`src/rtl/vga_sync_gen.sv`:
```
// vga_sync_gen: free-running VGA raster timing generator.
// Divides clk down to the pixel rate, runs the horizontal/vertical counters and
// produces registered hsync/vsync/video_on flags that are coherent with
// pixel_x/pixel_y in every clk cycle.
// Optional feature macro: VGA_SYNC_FRAME_EN adds frame_start / frame_count.

module vga_sync_gen #(
    parameter int H_DISPLAY = 640,
    parameter int H_FRONT   = 16,
    parameter int H_SYNC    = 96,
    parameter int H_BACK    = 48,
    parameter int V_DISPLAY = 480,
    parameter int V_FRONT   = 10,
    parameter int V_SYNC    = 2,
    parameter int V_BACK    = 33,
    parameter int CLK_DIV   = 2
) (
    input  logic       clk,
    input  logic       reset,
    output logic       pixel_tick,
    output logic [9:0] pixel_x,
    output logic [9:0] pixel_y,
    output logic       video_on,
    output logic       hsync,
    output logic       vsync
`ifdef VGA_SYNC_FRAME_EN
    ,
    output logic       frame_start,
    output logic [7:0] frame_count
`endif
);

    // Raster geometry. Totals are at most 1024, so 10-bit counters suffice;
    // the sync window bounds may reach 1024 and are therefore compared in 11 bits.
    localparam int H_TOTAL = H_DISPLAY + H_FRONT + H_SYNC + H_BACK;
    localparam int V_TOTAL = V_DISPLAY + V_FRONT + V_SYNC + V_BACK;

    localparam logic [9:0]  H_LAST   = 10'(H_TOTAL - 1);
    localparam logic [9:0]  V_LAST   = 10'(V_TOTAL - 1);
    localparam logic [10:0] H_VIS    = 11'(H_DISPLAY);
    localparam logic [10:0] V_VIS    = 11'(V_DISPLAY);
    localparam logic [10:0] HS_START = 11'(H_DISPLAY + H_FRONT);
    localparam logic [10:0] HS_END   = 11'(H_DISPLAY + H_FRONT + H_SYNC);
    localparam logic [10:0] VS_START = 11'(V_DISPLAY + V_FRONT);
    localparam logic [10:0] VS_END   = 11'(V_DISPLAY + V_FRONT + V_SYNC);

    // CLK_DIV is at most 16, so the divider fits in 4 bits.
    localparam logic [3:0]  DIV_LAST = 4'(CLK_DIV - 1);

    logic [3:0]  div_cnt;
    logic [3:0]  div_next;
    logic        tick_next;
    logic        x_wrap;
    logic        y_wrap;
    logic [9:0]  x_next;
    logic [9:0]  y_next;
    logic [10:0] x_ext;
    logic [10:0] y_ext;
    logic        video_next;
    logic        hsync_next;
    logic        vsync_next;

    // Next-state of divider and counters; flags are derived from the next-state
    // counters so that after the edge they describe the pixel then on display.
    always_comb begin
        // NOTE: every combinational output gets a default first, so no path can leave it unassigned and infer a latch.
        div_next   = div_cnt + 4'd1;
        x_next     = pixel_x;
        y_next     = pixel_y;

        if (div_cnt == DIV_LAST) begin
            div_next = '0;
        end

        // The tick is high exactly while div_cnt sits at its last value.
        tick_next = (div_next == DIV_LAST);

        // Counters move only at the end of a cycle in which pixel_tick is high.
        x_wrap = pixel_tick && (pixel_x == H_LAST);
        y_wrap = x_wrap && (pixel_y == V_LAST);

        if (pixel_tick) begin
            x_next = x_wrap ? 10'd0 : pixel_x + 10'd1;
        end
        if (x_wrap) begin
            y_next = y_wrap ? 10'd0 : pixel_y + 10'd1;
        end

        x_ext = {1'b0, x_next};
        y_ext = {1'b0, y_next};

        video_next = (x_ext < H_VIS) && (y_ext < V_VIS);
        hsync_next = !((x_ext >= HS_START) && (x_ext < HS_END));
        vsync_next = !((y_ext >= VS_START) && (y_ext < VS_END));
    end

    // Divider, counters and registered flags; async reset clears all of it at once.
    always_ff @(posedge clk or posedge reset) begin
        // NOTE: state is updated with non-blocking assignments so every register samples the pre-edge values.
        if (reset) begin
            div_cnt    <= '0;
            pixel_tick <= 1'b0;
            pixel_x    <= '0;
            pixel_y    <= '0;
            video_on   <= 1'b0;
            hsync      <= 1'b1;
            vsync      <= 1'b1;
        end else begin
            div_cnt    <= div_next;
            pixel_tick <= tick_next;
            pixel_x    <= x_next;
            pixel_y    <= y_next;
            video_on   <= video_next;
            hsync      <= hsync_next;
            vsync      <= vsync_next;
        end
    end

`ifdef VGA_SYNC_FRAME_EN
    // Frame marker: raised on the edge of the (last,last)->(0,0) wrap, so it is
    // high in the first cycle showing (0,0) and never for the post-reset frame.
    always_ff @(posedge clk or posedge reset) begin
        if (reset) begin
            frame_start <= 1'b0;
            frame_count <= '0;
        end else begin
            frame_start <= y_wrap;
            if (y_wrap) begin
                frame_count <= frame_count + 8'd1;
            end
        end
    end
`endif

endmodule

```
`config.mk`:
```
export PLATFORM = sky130hd
export DESIGN_NAME = vga_sync_gen
export DESIGN_NICKNAME = d
export VERILOG_FILES = /design/src/rtl/vga_sync_gen.sv
export SDC_FILE = /design/constraint.sdc
export NUM_CORES = 1
export LEC_CHECK = 0
export ABC_AREA = 1
export BUFFER_PORTS_ARGS = -buffer_cell sky130_fd_sc_hd__buf_2
export CORE_MARGIN = 8
export CORE_UTILIZATION = 50
export CTS_CLUSTER_DIAMETER = 120
export DETAILED_ROUTE_END_ITERATION = 6
export PLACE_DENSITY = 0.72
export SLEW_MARGIN = 20
export SYNTH_ARGS = -nofsm -noshare
export SYNTH_HDL_FRONTEND = slang
export SYNTH_SLANG_ARGS = --single-unit
```
`constraint.sdc`:
```
create_clock -name clk -period 1.7 [get_ports clk]
set_input_delay 0.17 -clock clk [delete_from_list [all_inputs] [get_ports clk]]
set_output_delay 0.17 -clock clk [all_outputs]
set_load 0.03 [all_outputs]
```
==> metrics.md <==
| Metric | Value |
|---|---|
| Starting Density | 0.530 |
| Power Dens Cells | 550 nW/um^2 |
| Syn_area_per_cell | 7.19 sq um |
| CTS tree | done |
| CP Cell Sequence | ha_2 -> nand2_2 -> nor2_4 -> nand3_4 -> buf_6 -> nor2_4 -> nor2_2 -> nor2_2 -> nand2_2 -> nor2_4 -> nand3_2 |
| Crit path max-delay family | simple AND/OR/NAND/NOR gates |
| Mapped Cells | 227 |
| Fillers | 297 |
| Max Clk Rate | 591 MHz |
| Clock buffer count from CTS | 3 |
| Mapped Area | 1630 sq um |
| Setup-failing EPs final | 0 |
| RSZ-0062 raised after global routing | true |
| Worst-Skew Late Latency | 320 ps |
| Worst slack at placement | 39.1 ps |
| Maximum vdd drop | 0.500 mV |
| Clk_skew | 1.82 ps |
| GP Congestion | 0.896 |
| Root Buffer | clkbuf_4 |
| # rows | 20 |
| Final Cycle Share | 0.995 |
| Die area | 5350 sq um |
| # clock sinks | 28 |
| N_diodes | 0 |
| Number of max-cap violations | 0 |
| HPWL Detailed | 2990 um |
| Core area | 3080 sq um |
| Reg2Reg Setup Slack | 8 ps |
| Least-Margin Pin Slew | 342 ps |
| Count of unique library cells instantiated by Yosys | 25 |
| IO buf count | 25 |
| Status | completed |
| Antenna Violating Nets Remaining | 0 |
| WP buf/inv | 1 |
| Design Power | 1.11 mW |
| Most frequent cells in the layout | nand2_1, inv_1, dfrtp_1, buf_2, nor2_1 |
| Initial antenna violation count | 0 |
| Global Route Usage Sum | 0.151 |
| Layout net count | 274 |
| Count of state elements after synthesis | 28 |
| Synth Net Count | 232 |
| Final Hold Fails | 0 |
| Drt wl/cell | 12.9 um |
| Worst Hold Class | in2async |
| Crit start category | flip-flop |
| Max Slew Vio Count | 0 |
| H-tree levels | 1 |
| GRT overflow | 0 |
| Vias per inst | 4.99 |
| DRT iter0 DRCs | 66 |
| Post-route DRC | 0 |
| Slowest stage delay, CP | 390 ps |
| Post-synthesis sequential area ratio | 0.431 |
| Final WS setup | 8.11 ps |
| 1st-pass router iterations | 4 |
| CTS max path bufs | 2 |
| Most common cell after layout, fill and taps aside | nand2_1 |
| CP dominant cell by count | nor2_4 |
| Routed vias | 1558 |
| Max-Slew Margin vs Limit | 0.772 |
| Final Critical Period | 1690 ps |
| Element type at the critical path end | flip-flop |
| Worst path arrival time | 1960 ps |
| First-pass GRT wire length | 6440 um |
| Drt total wl | 4020 um |
| Req. time, crit path | 1970 ps |
| P&R area growth vs syn | 24.1% |
| Die width | 73.1 um |
| CP max FO | 5 |
| Die span in y | 73.1 um |
| Critical path class | reg2reg |
| CTS clk-pin slew, worst paths | 140 ps |
| Largest net degree at the start of global routing | 29 |
| Total number of yosys warnings | 0 |
| Critical path's slowest cell | dfrtp_1 |
| Vias in the first global route | 1457 |
| Lkg Pwr | 1.06 nW |
| Ports | 26 |
| Share of post-route cells with drive strength above 1 | 0.257 |
-- report_power, final --
part	switching (mW)	internal [mW]	leakage [nW]
combinational	0.0128	0.00400	0.675
sequential	0	0.666	0.358
clock	0.192	0.239	0.0279
total	0.205	0.909	1.06
-- registers in the layout (all words and copies together), names as in the netlist --
signal / flops
div_cnt: 4
hsync: 1
pixel_tick: 1
pixel_x: 10
pixel_y: 10
video_on: 1
vsync: 1
-- through the flow --
step	util	cell area, sq um	hold slack, ps	setup TNS [ps]	cells
floorplan	-	1630	234	0	227
global placement	0.607	1870	249	0	304
detailed placement	0.607	1870	252	0	304
CTS	0.627	1930	430	0	309
global route	0.658	2020	446	-237	312
finish	0.658	2020	423	0	312
-- path summary, 6_finish.rpt --
path                                            from                    to  depth (start not counted)
worst max-delay path            pixel_x[0]$_DFF_PP0_       vsync$_DFF_PP1_                         11
worst max register to register  pixel_x[0]$_DFF_PP0_       vsync$_DFF_PP1_                         11
worst min register to register  div_cnt[0]$_DFF_PP0_  div_cnt[0]$_DFF_PP0_                          1
worst min-delay path                           reset  div_cnt[2]$_DFF_PP0_                          4
min in group clk                div_cnt[0]$_DFF_PP0_  div_cnt[0]$_DFF_PP0_                          1
max in group asynchronous                      reset       hsync$_DFF_PP1_                          4
-- timing repair --
action | CTS | global route
gates resized for setup | 0 | 21
endpoints found under the hold margin | 26 | 0
setup endpoints to repair | 0 | 3
hold buffers | 1 | 0
buffers inserted | 0 | 3
-- worst min-delay path, stage by stage --
cell	delay (ps)
dlygate4sd3_1	530
buf_2	120
inv_1	40
buf_4	320
-- logic make-up after synthesis --
| family | count (synthesis) | share of synthesized area |
|---|---|---|
| xor+xnor | 5 | 0.0268 |
| simple gates | 138 | 0.378 |
| fa+ha+maj | 3 | 0.0230 |
| buf+inv | 42 | 0.104 |
| compound gates | 11 | 0.0376 |
| flops | 28 | 0.431 |
-- final cells by class --
class | instances | area, sq um | area share
multi-input cells | 157 | 822 | 0.406
flip-flops and latches | 28 | 704 | 0.348
repair buffers | 39 | 236 | 0.117
inverters | 40 | 154 | 0.0760
well taps | 44 | 55.1 | 0.0272
clock inverters | 1 | 30.0 | 0.0148
clock buffers | 3 | 22.5 | 0.0111
-- cell usage after synthesis --
| cell | instances | area, sq um |
|---|---|---|
| and2_1 | 1 | 6.26 |
| nor2_2 | 3 | 18.8 |
| dfrtp_1 | 26 | 651 |
| a21oi_1 | 2 | 10.0 |
| nor2_4 | 1 | 11.3 |
| nor3_4 | 1 | 16.3 |
| xnor2_1 | 3 | 26.3 |
| nand3_2 | 1 | 10.0 |
| a21boi_2 | 1 | 11.3 |
| ha_1 | 3 | 37.5 |
| nor2_1 | 32 | 120 |
| o21ai_1 | 1 | 5.00 |
| nand4_1 | 8 | 50.1 |
| or2_2 | 2 | 12.5 |
| buf_4 | 1 | 7.51 |
| nand3_1 | 23 | 115 |
| dfstp_2 | 2 | 52.6 |
| o21ai_0 | 7 | 35.0 |
| nor3_1 | 3 | 15.0 |
| nand2_2 | 1 | 6.26 |
| nand2_1 | 61 | 229 |
| buf_6 | 1 | 11.3 |
| inv_1 | 40 | 150 |
| xor2_1 | 2 | 17.5 |
| nor4_1 | 1 | 6.26 |
-- layer usage --
metal  track usage  share of wire  vias up
li1              -              -      791
met1         0.193           0.47      722
met2         0.250           0.47       39
met3        0.0261          0.045        6
met4        0.0444          0.014        0
met5             0              0        -
(Power assumes the default switching activity.)
